`src/rtl/mux8_rr_arbiter_if.sv`:
```
`default_nettype none
// ============================================================================
// Module   : mux8_rr_arbiter_if
// Brief    : Request/data/grant bundle shared by the 8:1 mux arbiter and
//            its eight requesters.
// Revision : 1.0 - initial release
// ============================================================================
interface mux8_rr_arbiter_if;
  logic [7:0] req;
  logic [7:0] e;
  logic [7:0] gnt;
  logic [2:0] s;
  logic       y;
  logic       y_valid;
  logic       tmo;

  modport master (
    output req,
    output e,
    input  gnt,
    input  s,
    input  y,
    input  y_valid,
    input  tmo
  );

  modport slave (
    input  req,
    input  e,
    output gnt,
    output s,
    output y,
    output y_valid,
    output tmo
  );
endinterface
`default_nettype wire

```
`src/rtl/mux8_rr_arbiter.sv`:
```
`default_nettype none
// ============================================================================
// Module   : mux8_rr_arbiter
// Brief    : Round-robin owner arbiter and select sequencer for a shared
//            8:1 single-bit mux. Optional hold timeout: MUX8_ARB_TIMEOUT_EN.
// Revision : 1.0 - initial release
// ============================================================================
module mux8_rr_arbiter #(
  parameter int HOLD_MAX = 8
) (
  input wire logic          clk,
  input wire logic          rst_n,
  mux8_rr_arbiter_if.slave  bus
);

  localparam logic [0:0] ST_IDLE  = 1'b0;
  localparam logic [0:0] ST_GRANT = 1'b1;

  logic [0:0] state_q, state_d;
  logic [2:0] ptr_q, ptr_d;
  logic [2:0] s_q, s_d;
  logic [7:0] gnt_q, gnt_d;

  // First requester at or after p, scanning upward modulo 8; bit 3 = found.
  function automatic logic [3:0] rr_pick(input logic [7:0] r, input logic [2:0] p);
    logic [3:0] res;
    logic [2:0] idx;
    res = 4'b0000;
    for (int k = 7; k >= 0; k--) begin
      idx = p + 3'(k);
      if (r[idx]) res = {1'b1, idx};
    end
    return res;
  endfunction

  logic [7:0] owner_mask;
  logic       owner_req;
  logic [2:0] ptr_next;
  logic [3:0] pick_idle;
  logic [3:0] pick_rel;
  logic       hold_expired;

  assign owner_mask = 8'(1) << s_q;
  assign owner_req  = bus.req[s_q];
  assign ptr_next   = s_q + 3'd1;
  assign pick_idle  = rr_pick(bus.req, ptr_q);
  assign pick_rel   = rr_pick(bus.req & ~owner_mask, ptr_next);

`ifdef MUX8_ARB_TIMEOUT_EN
  localparam int CNT_W = $clog2(HOLD_MAX);

  logic [CNT_W-1:0] cnt_q, cnt_d;
  logic             tmo_q, tmo_d;

  assign hold_expired = (cnt_q == CNT_W'(HOLD_MAX - 1));
  assign bus.tmo      = tmo_q;
`else
  logic unused_hold_max;

  assign unused_hold_max = (HOLD_MAX > 1);
  assign hold_expired    = 1'b0;
  assign bus.tmo         = 1'b0;
`endif

  always_comb begin
    state_d = state_q;
    ptr_d   = ptr_q;
    s_d     = s_q;
    gnt_d   = gnt_q;
`ifdef MUX8_ARB_TIMEOUT_EN
    cnt_d   = cnt_q;
    tmo_d   = 1'b0;
`endif
    case (state_q)
      ST_IDLE: begin
        if (pick_idle[3]) begin
          state_d = ST_GRANT;
          s_d     = pick_idle[2:0];
          gnt_d   = 8'(1) << pick_idle[2:0];
`ifdef MUX8_ARB_TIMEOUT_EN
          cnt_d   = '0;
`endif
        end
      end
      ST_GRANT: begin
        if (owner_req && !hold_expired) begin
`ifdef MUX8_ARB_TIMEOUT_EN
          cnt_d = cnt_q + CNT_W'(1);
`endif
        end else begin
          // Voluntary or forced release: hand over without an idle gap if possible.
          ptr_d = ptr_next;
`ifdef MUX8_ARB_TIMEOUT_EN
          cnt_d = '0;
          tmo_d = owner_req;
`endif
          if (pick_rel[3]) begin
            s_d   = pick_rel[2:0];
            gnt_d = 8'(1) << pick_rel[2:0];
          end else if (!owner_req) begin
            state_d = ST_IDLE;
            gnt_d   = 8'h00;
          end
        end
      end
      default: begin
        state_d = ST_IDLE;
        gnt_d   = 8'h00;
      end
    endcase
  end

  always_ff @(posedge clk or negedge rst_n) begin
    if (!rst_n) begin
      state_q <= ST_IDLE;
      ptr_q   <= 3'd0;
      s_q     <= 3'd0;
      gnt_q   <= 8'h00;
    end else begin
      state_q <= state_d;
      ptr_q   <= ptr_d;
      s_q     <= s_d;
      gnt_q   <= gnt_d;
    end
  end

`ifdef MUX8_ARB_TIMEOUT_EN
  always_ff @(posedge clk or negedge rst_n) begin
    if (!rst_n) begin
      cnt_q <= '0;
      tmo_q <= 1'b0;
    end else begin
      cnt_q <= cnt_d;
      tmo_q <= tmo_d;
    end
  end
`endif

  assign bus.gnt     = gnt_q;
  assign bus.s       = s_q;
  assign bus.y_valid = (state_q == ST_GRANT);
  assign bus.y       = (state_q == ST_GRANT) & bus.e[s_q];

endmodule
`default_nettype wire

```
`src/flat_wrapper.sv`:
```
// flat-port wrapper written by rule: the top's interface ports become plain ports
module mux8_rr_arbiter_flat 
#(
  parameter int HOLD_MAX = 8
)
  (clk, rst_n, bus_req, bus_e, bus_gnt, bus_s, bus_y, bus_y_valid, bus_tmo);
  mux8_rr_arbiter_if bus_i ();
  input wire logic clk;
  input wire logic rst_n;
  input wire logic [$bits(bus_i.req)-1:0] bus_req;
  input wire logic [$bits(bus_i.e)-1:0] bus_e;
  output wire logic [$bits(bus_i.gnt)-1:0] bus_gnt;
  output wire logic [$bits(bus_i.s)-1:0] bus_s;
  output wire logic [$bits(bus_i.y)-1:0] bus_y;
  output wire logic [$bits(bus_i.y_valid)-1:0] bus_y_valid;
  output wire logic [$bits(bus_i.tmo)-1:0] bus_tmo;
  assign bus_i.req = bus_req;
  assign bus_i.e = bus_e;
  assign bus_gnt = bus_i.gnt;
  assign bus_s = bus_i.s;
  assign bus_y = bus_i.y;
  assign bus_y_valid = bus_i.y_valid;
  assign bus_tmo = bus_i.tmo;
  mux8_rr_arbiter #(.HOLD_MAX(HOLD_MAX)) u_core (.clk(clk), .rst_n(rst_n), .bus(bus_i));
endmodule
```
`config.mk`:
```
export PLATFORM = sky130hd
export DESIGN_NAME = mux8_rr_arbiter_flat
export DESIGN_NICKNAME = d
export VERILOG_FILES = /design/src/rtl/mux8_rr_arbiter_if.sv /design/src/rtl/mux8_rr_arbiter.sv /design/src/flat_wrapper.sv
export SDC_FILE = /design/constraint.sdc
export NUM_CORES = 1
export LEC_CHECK = 0
export ABC_AREA = 1
export CORE_MARGIN = 1.5
export CORE_UTILIZATION = 45
export DETAILED_ROUTE_END_ITERATION = 10
export PLACE_DENSITY = 0.68
export SLEW_MARGIN = 20
export SYNTH_ARGS = -nofsm -noshare
export SYNTH_HDL_FRONTEND = slang
export SYNTH_SLANG_ARGS = --single-unit
```
`constraint.sdc`:
```
create_clock -name clk -period 3.1 [get_ports clk]
set_input_delay 0.62 -clock clk [delete_from_list [all_inputs] [get_ports clk]]
set_output_delay 0.62 -clock clk [all_outputs]
set_load 0.01 [all_outputs]
```
Word-level counts from Yosys, hierarchy flattened
Index checks and enable logic that the tools add are counted.
{"block": "classes", "mux": 64, "add_sub_neg": 15, "shifts": 3, "reduce_logical": 3, "bitwise": 5, "order_cmp": 17, "n_eq_ne": 3}
{"op": "< comparator 3 x 4 -> 1 bit (second input constant)", "count": 17}
{"op": "2-to-1 mux 4 bit", "count": 16}
{"op": "binary-select mux 1 bit (select 3 bit)", "count": 18}
{"op": "adder 3 bit (second input constant)", "count": 8}
{"op": "2-to-1 mux 8 bit", "count": 3}
{"op": "left shift 1 x 3 -> 8 bit (first input constant)", "count": 3}
{"op": "2-to-1 mux 1 bit", "count": 21}
{"op": "one-hot mux 8 bit (2 select lines)", "count": 1}
{"op": "adder 3 x 2 -> 3 bit (second input constant)", "count": 4}
{"op": "adder 3 x 1 -> 3 bit (second input constant)", "count": 3}
{"op": "2-to-1 mux 3 bit", "count": 3}
{"op": "AND 8 bit", "count": 1}
{"op": "NOT 8 bit", "count": 1}
{"op": "one-hot mux 3 bit (2 select lines)", "count": 1}
{"op": "inequality test 2 bit (second input constant)", "count": 2}
{"op": "AND reduction 2 bit", "count": 2}
{"op": "AND reduction 3 bit", "count": 1}
{"op": "inequality test 2 x 1 -> 1 bit (second input constant)", "count": 1}
{"op": "NOT 1 bit", "count": 2}
{"op": "one-hot mux 1 bit (2 select lines)", "count": 1}
{"op": "AND 1 bit", "count": 1}
{"block": "word_totals", "inputBits": 18, "word_cells": 114, "ff_bits": 15}

Logic depth before layout (Yosys ltp)
Gate-level depths: netlist of the first run.
{"block": "depth", "ltp_word": 17, "mapped_depth": 23}

Worst setup path before layout of the first run
Ideal clock, no wire load.
{"block": "synth_timing", "kind": "register -> register", "from": "reg u_core.s_q[0], in the netlist u_core.bus.s[0]", "to": "reg u_core.gnt_q[0], in the netlist u_core.bus.gnt[0]", "path_stages_with_launch": 21, "t_required_ns": 2.983, "setup_slack_ns": 0.452, "n_path_buf": 2, "arrival_time_ns": 2.531, "path_cell_list": "dfrtp_1 inv_2 buf_4 buf_2 ha_1 inv_1 nand2_1 nand2_2 nand3_1 nand3_2 nand2_2 nor2_4 nand4_1 nor2_1 inv_2 nand2_1 a21oi_2 inv_2 nor2_1 nor2_1 nor2_1"}
{"element": "start: declaration", "line": "mux8_rr_arbiter.sv:21", "source": "logic [2:0] s_q, s_d;"}
{"element": "start signal: assignment", "line": "mux8_rr_arbiter.sv:117", "source": "s_q <= 3'd0;"}
{"element": "start signal: assignment", "line": "mux8_rr_arbiter.sv:122", "source": "s_q <= s_d;"}
{"element": "adder 3 x 1 -> 3 bit (*)", "line": "mux8_rr_arbiter.sv:45", "source": "assign ptr_next = s_q + 3'd1;"}
{"element": "named net u_core.ptr_next[0]", "line": "mux8_rr_arbiter.sv:38", "source": "logic [2:0] ptr_next;"}
{"element": "adder 3 bit", "line": "mux8_rr_arbiter.sv:30", "source": "idx = p + 3'(k);"}
{"element": "binary-select mux 1 bit (select 3 bit)", "line": "mux8_rr_arbiter.sv:31", "source": "if (r[idx]) res = {1'b1, idx};"}
{"element": "2-to-1 mux 1 bit (not written as such)", "line": "mux8_rr_arbiter.sv:31"}
{"element": "2-to-1 mux 4 bit (7 in series)", "line": "mux8_rr_arbiter.sv:31"}
{"element": "2-to-1 mux 4 bit (*)", "line": "mux8_rr_arbiter.sv:31"}
{"element": "left shift 1 x 3 -> 8 bit", "line": "mux8_rr_arbiter.sv:99", "source": "gnt_d = 8'(1) << pick_rel[2:0];"}
{"element": "2-to-1 mux 8 bit (*)", "line": "mux8_rr_arbiter.sv:97", "source": "if (pick_rel[3]) begin"}
{"element": "2-to-1 mux 8 bit (*)", "line": "mux8_rr_arbiter.sv:86", "source": "if (owner_req && !hold_expired) begin"}
{"element": "one-hot mux 8 bit (2 select lines) (*)", "line": "mux8_rr_arbiter.sv:74", "source": "case (state_q)"}
{"element": "end signal: assignment", "line": "mux8_rr_arbiter.sv:123", "source": "gnt_q <= gnt_d;"}
{"element": "end: declaration", "line": "mux8_rr_arbiter.sv:22", "source": "logic [7:0] gnt_q, gnt_d;"}
The timed path passes the listed nets; every way through them passes the cells marked *. The select of a mux whose other input is x is not followed.
A chain may end at the register's enable or synchronous reset.

Worst setup path in the final report of the first run
{"block": "layout_timing", "from": "reg u_core.s_q[2], in the netlist u_core.bus.s[2]", "to": "reg u_core.gnt_q[4], in the netlist u_core.bus.gnt[4]"}
{"block": "layout_via", "elab_chain_cells": 17}
{"element": "parallel branches: the longest is 17 deep, another holds adder 3 x 1 -> 3 bit"}
Several ways; the timed one is not identified. The select of a mux whose other input is x is not followed.

==> flow_summary.yaml, run 1 <==
outcome:
  status: "complete, no violations"
job:
  cap_violations: 0
global_route:
  grt_max_degree: 23
  grt_pass1_wl_um: 10900
  grt_pass1_vias: 2504
  overflow: 0
  track_usage: 0.244
  antenna_found_initial: 0
drt:
  drt-vias-per-instance: 5.20
  wl_um: 6570
  num_vias: 2702
  ant_nets: 0
  drcViolationCount: 0
  wl_per_cell_um: 12.6
  dr.pass1.iters: 5
  drt_iter0_drc: 102
die:
  rows: 26
  fp.dieH_um: 75.8
  coreArea_mm2: 0.00511
  dieWidth_um: 75.8
  pin_count: 32
  die_area_mm2: 0.00574
  start_util: 0.466
worst_setup_path:
  cp-start-kind: "flop"
  crit_path_end_kind: "flop"
  cp_max_fo: 8
  worstPathRequired_ns: 3.28
  critPathArrivalTime_ns: 2.96
  critPathKind: "flop to flop"
sta:
  tightest_slew_ns: 0.676
  min_period_ns: 2.77
  fin_tns_setup_ns: 0
  setup_viol: 0
  slew_headroom: 0.548
  rsz0062_at_grt: "no"
  finClkSkew_ns: 0.00318
  min_period_over_period: 0.895
  fin_hold_ws_ns: 0.515
  drv_slew: 0
  final-hold-violation-count: 0
  fmax_mhz: 361
clock_network:
  cts_sinks: 15
  clockBufferDepth: 2
  post-cts-setup-buffers: 0
  numCtsBuffers: 3
  clock_latency_ns: 0.25
  root_buffer: "clkbuf_8"
  post_cts_resized: 0
  clk_pin_slew_ns: 0.06
  htree_levels: 1
  ctsHoldBuffers: 0
  tritoncts: "built"
final_layout:
  utilization: 0.546
  seq_area_um2: 375
  final_cell_mix: "nand2_1 (124), nand3_1 (91), nor2_1 (46)"
  fillers: 539
  multi_input_area_mm2: 0.00173
  stdcell_area_mm2: 0.00279
  final_common_cell: "nand2_1"
  drive_gt1_frac: 0.120
  antennaDiodeCount: 0
  fin_nets: 479
  area_growth_pct: 17.0
place:
  placed_area_mm2: 0.00274
  port_buffers: 30
  place_hpwl_um: 5370
  gp_congestion: 0.937
yosys:
  synth_nets: 447
  syn_area_mm2: 0.00238
  ys_seq_elements: 15
  synth_warnings: 0
  syn-instance-count: 419
  avgSynthCellArea_um2: 5.69
  synth.distinct_cells: 31
  ys_seq_area_frac: 0.158
worst_hold_path:
  hp-class: "flop to flop"
## flip-flops by register name, indices dropped and copies added (netlist names)
name	count
u_core.ptr_q	3
u_core.bus.gnt	8
u_core.bus.y_valid	1
u_core.bus.s	3
## Yosys cell counts
cell | count | area [um2]
xor2_1 | 2 | 17.5
inv_2 | 11 | 41.3
nand4_1 | 2 | 12.5
a21boi_0 | 1 | 7.51
nand3_2 | 8 | 80.1
nor2_4 | 1 | 11.3
buf_4 | 4 | 30.0
clkinv_1 | 3 | 11.3
nor2_2 | 1 | 6.26
nand3b_1 | 1 | 7.51
nor4_4 | 1 | 21.3
inv_4 | 1 | 6.26
o22ai_1 | 3 | 18.8
ha_1 | 10 | 125
o21ai_0 | 12 | 60.1
buf_6 | 4 | 45.0
dfrtp_1 | 15 | 375
nand2_4 | 3 | 33.8
a31oi_1 | 2 | 12.5
nand2_1 | 124 | 465
nand4_2 | 1 | 12.5
buf_2 | 3 | 15.0
inv_1 | 34 | 128
a21oi_1 | 16 | 80.1
nor2_1 | 46 | 173
conb_1 | 1 | 3.75
nand2_2 | 12 | 75.1
a21oi_2 | 3 | 26.3
o31ai_1 | 1 | 7.51
nand3_1 | 91 | 455
xnor2_1 | 2 | 17.5
## cell type report
class                      instances  share of cell area
clock buffer                       3              0.0148
clock inverter                     1             0.00180
inverter                          49              0.0669
multi-input combinational        344               0.621
sequential                        15               0.135
tap                               70              0.0314
timing repair buffer              38               0.129
## metal layers
| layer | share of wire | GRT usage |
|---|---|---|
| met3 | 0.041 | 0.0212 |
| met1 | 0.47 | 0.315 |
| met5 | 0 | 0 |
| met4 | 0.016 | 0.0575 |
| met2 | 0.47 | 0.437 |
## logic make-up (layout without fill, tap and decap cells)
| logic type | count (synthesis) | in the layout | share of synthesized area |
|---|---|---|---|
| xor gates and xnor gates | 4 | 4 | 0.0147 |
| adders and majority gates | 10 | 10 | 0.0525 |
| buffers and inverters | 60 | 91 | 0.116 |
| other | 1 | 1 | 0.00157 |
| AOI/OAI and AO/OA | 38 | 38 | 0.0893 |
| DFF | 15 | 15 | 0.158 |
| and+or+nand+nor | 291 | 291 | 0.568 |
## worst paths after layout
path | start | to | slack (ns) | depth (start not counted)
min | u_core.bus.gnt[4] | u_core.bus.gnt[4] | 0.51 | 2
max in group asynchronous | rst_n | u_core.bus.gnt[2] | 1.89 | 1
min in group asynchronous | rst_n | u_core.bus.gnt[4] | 0.78 | 1
max reg2reg | u_core.bus.s[2] | u_core.bus.gnt[4] | 0.33 | 17
max | u_core.bus.s[2] | u_core.bus.gnt[4] | 0.33 | 17
min reg2reg | u_core.bus.gnt[4] | u_core.bus.gnt[4] | 0.51 | 2
## stage by stage
| step | std cells | setup WS [ns] |
|---|---|---|
| floorplan | 419 | 0.452 |
| global placement | 516 | 0.350 |
| detailed placement | 516 | 0.298 |
| CTS | 520 | 0.372 |
| global route | 520 | 0.0805 |
| finish | 520 | 0.326 |
## worst max-delay path, stage by stage (launching register included)
cell,delay (ns)
dfrtp_1,0.53
inv_2,0.15
ha_1,0.47
xor2_1,0.27
inv_1,0.09
nand3_1,0.13
nand3_1,0.09
nand2_1,0.06
nand2_1,0.05
nand2_1,0.08
nand2_1,0.07
nand2_1,0.10
nand2_1,0.07
nor2_2,0.17
inv_1,0.09
nor2_1,0.16
nor2_1,0.05
nor2_1,0.07
Power of run 1 is left out: the tool's default activity adds up to more than one toggle a clock period on the data nets, which glitch-free logic cannot reach.
==> run 2: changes to the inputs <==
--- a/config.mk
+++ b/config.mk
@@ -5,11 +5,10 @@
 export SDC_FILE = /design/constraint.sdc
 export NUM_CORES = 1
 export LEC_CHECK = 0
-export ABC_AREA = 1
 export CORE_MARGIN = 1.5
 export CORE_UTILIZATION = 45
 export DETAILED_ROUTE_END_ITERATION = 10
-export PLACE_DENSITY = 0.68
+export PLACE_DENSITY = 0.67
 export SLEW_MARGIN = 20
 export SYNTH_ARGS = -nofsm -noshare
 export SYNTH_HDL_FRONTEND = slang
==> run 2 against run 1 <==
The run now ends with DRC left. Routed wire length rose by 45%. Cell count down 0.77%. Sequential share of layout area is 4.4 points lower. Utilization rose by 10 points. Clock-buffer cell count up 1. Die area grew 26%. Synthesized cell count is 17% lower. Via count increased by 22%. First-iteration DRC count up 100%. Fmax is 7.9% lower. Critical path type is now primary input to flop. Critical endpoint is now u_core.bus.gnt[7]. Highest routed layer unchanged.
==> flow_summary.yaml, run 2 <==
outcome:
  status: "finished with violations"
  violations: "DRC"
global_route:
  grt_max_degree: 20
  track_usage: 0.268
  grt_pass1_wl_um: 15700
  antenna_found_initial: 0
  overflow: 0
  grt_pass1_vias: 3147
sta:
  finClkSkew_ns: 0.00366
  drv_slew: 0
  final-hold-violation-count: 0
  slew_headroom: 0.535
  min_period_ns: 3.01
  setup_viol: 0
  rsz0062_at_grt: "yes"
  tightest_slew_ns: 0.696
  fmax_mhz: 332
  min_period_over_period: 0.971
  fin_tns_setup_ns: 0
  fin_ws_ns: 0.0884
clock_network:
  clock_latency_ns: 0.25
  clockBufferDepth: 2
  htree_levels: 1
  numCtsBuffers: 3
  cts_sinks: 15
  clk_pin_slew_ns: 0.06
  tritoncts: "built"
  root_buffer: "clkbuf_8"
  ctsHoldBuffers: 0
worst_setup_path:
  worstPathRequired_ns: 3.27
  path_buf_inv: 4
  cp_max_fo: 8
  timing.rr.end: "u_core.bus.s[0]"
  critPathArrivalTime_ns: 3.18
  crit_slowest_cell: "mux4_2"
  crit_path_end_kind: "flop"
  cp_top_family: "buffers and inverters"
  reg2reg_slack_ns: 0.11
  cp-start-kind: "primary input"
  reg2reg_depth: 12
  worstPathCellList: "dlygate4sd2_1 -> buf_4 -> mux4_2 -> mux2_2 -> inv_1 -> nor2_1 -> a221oi_1 -> o21a_1 -> buf_4 -> or4bb_1 -> o221ai_2"
  crit_top_cell: "buf_4"
  critPathKind: "primary input to flop"
  rr_startpoint: "u_core.bus.s[1]"
  cp_slowest_stage_delay_ns: 0.47
drt:
  drt-vias-per-instance: 6.38
  wl_um: 9550
  ant_nets: 0
  dr.pass1.iters: 10
  drcViolationCount: 2
  drt_iter0_drc: 207
  wl_per_cell_um: 18.5
  num_vias: 3294
yosys:
  synth-edff-count: 0
  synthTopCellsByCount: "nand2_1 (31), mux4_2 (21), inv_1 (19), nor2_1 (17), dfrtp_1 (15)"
  synth_top_area_share: 0.156
  ys_seq_area_frac: 0.124
  syn-instance-count: 346
  syn_area_mm2: 0.00302
  synth_warnings: 0
  avgSynthCellArea_um2: 8.74
  synth-main-ff-cell: "dfrtp_1"
  synth_top_cell_by_area: "mux4_2"
  async_flop_share: 1.00
  ys_seq_elements: 15
  synth.distinct_cells: 77
  synth.area.top_cells: "mux4_2 (16%), dfrtp_1 (12%), mux2_2 (4.5%)"
  synth_nets: 374
  yosysMostFrequentCell: "nand2_1"
final_layout:
  stdcell_area_mm2: 0.00418
  drive_gt1_frac: 0.383
  area_growth_pct: 38.1
  fin_nets: 468
  largest_reg_flops: 8
  final_cell_mix: "buf_4 (81), nand2_1 (31), clkdlybuf4s50_1 (22)"
  layout.cells.non_filler: 516
  antennaDiodeCount: 0
  fillers: 532
  final_common_cell: "buf_4"
die:
  dieWidth_um: 85.0
  fp.dieH_um: 85.0
  die_area_mm2: 0.00722
  pin_count: 32
  coreArea_mm2: 0.00642
  rows: 29
  start_util: 0.471
worst_hold_path:
  hold_start: "u_core.bus.gnt[2]"
  min_to: "u_core.bus.gnt[2]"
  whs_path_depth: 2
  hp-class: "flop to flop"
place:
  dp_cells: 512
  place_hpwl_um: 7470
  port_buffers: 30
  dp_slack_ns: -0.417
  placed_area_mm2: 0.00405
  gp_congestion: 0.954
job:
  cap_violations: 0
==> run 2: cell types whose count changed after synthesis, moves of 11 or more <==
cell	delta
mux4_2	+21
mux2i_1	+12
clkbuf_1	+12
nand2_1	-93
nand2_2	-11
mux2_2	+12
nand3_1	-85
nor2_1	-29
inv_1	-15
==> run 2: tightest hold or removal path, stage by stage, from the launching register on <==
cell and delay (ns):
dfrtp_1 0.37, inv_1 0.07, o221ai_2 0.10
==> run 2: cell type report <==
type,instances,area [um2],share of cell area
timing repair buffer,116,981,0.235
inverter,21,91.3,0.0219
sequential,15,380,0.0911
clock buffer,4,45.0,0.0108
multi-input combinational,283,2580,0.618
tap,77,96.3,0.0231
==> run 2: what timing repair did <==
item,CTS,global route
pin swaps,1,1
endpoints found under the setup margin,11,12
gates resized for setup,12,18
buffers inserted,0,0
==> run 2: worst max path at each step <==
stage	endpoint	slack [ns]	depth (start not counted)	startpoint
global placement	u_core.bus.gnt[3]	-0.36	10	bus_req[4]
finish	u_core.bus.gnt[7]	0.09	11	bus_req[3]
detailed placement	u_core.bus.gnt[1]	-0.42	10	bus_req[4]
global route	u_core.bus.gnt[5]	-0.03	13	u_core.bus.s[0]
floorplan	u_core.bus.gnt[7]	-0.01	13	u_core.ptr_q[1]
CTS	u_core.bus.gnt[5]	0.02	9	u_core.bus.s[1]
==> run 2: cells by family (layout without fill, tap and decap cells) <==
logic type	Yosys count	after routing	share of synthesized area
buffers and inverters	48	141	0.0732
AND/OR/NAND/NOR	104	104	0.187
adder cells (fa/ha/maj)	10	10	0.0414
flip-flops	15	15	0.124
XOR/XNOR	9	9	0.0286
multiplexers	45	45	0.241
AO/OA/AOI/OAI	114	114	0.304
other	1	1	0.00124
==> run 2: per-stage QoR <==
step | util | hold WS [ns]
5_1_grt | 0.650 | 0.604
3_3_place_gp | 0.631 | 0.568
6_report | 0.650 | 0.579
2_1_floorplan | - | 0.324
4_1_cts | 0.639 | 0.581
3_5_place_dp | 0.631 | 0.573
==> run 2: routing by layer <==
metal	vias up	wire length, um	track usage
met5	-	0	0
met4	0	99	0.0477
met3	11	670	0.0340
met2	139	4700	0.448
met1	1598	4080	0.376
li1	1546	-	-
Power of run 2 is left out for the same reason.
==> run 3: changes to the inputs <==
--- a/config.mk
+++ b/config.mk
@@ -5,6 +5,7 @@
 export SDC_FILE = /design/constraint.sdc
 export NUM_CORES = 1
 export LEC_CHECK = 0
+export ABC_CLOCK_PERIOD_IN_PS = 3100
 export CORE_MARGIN = 1.5
 export CORE_UTILIZATION = 45
 export DETAILED_ROUTE_END_ITERATION = 10
==> results of run 3 <==
Final layout, timing and power as in run 2 (identical DEF).
Power of run 3 is left out for the same reason.
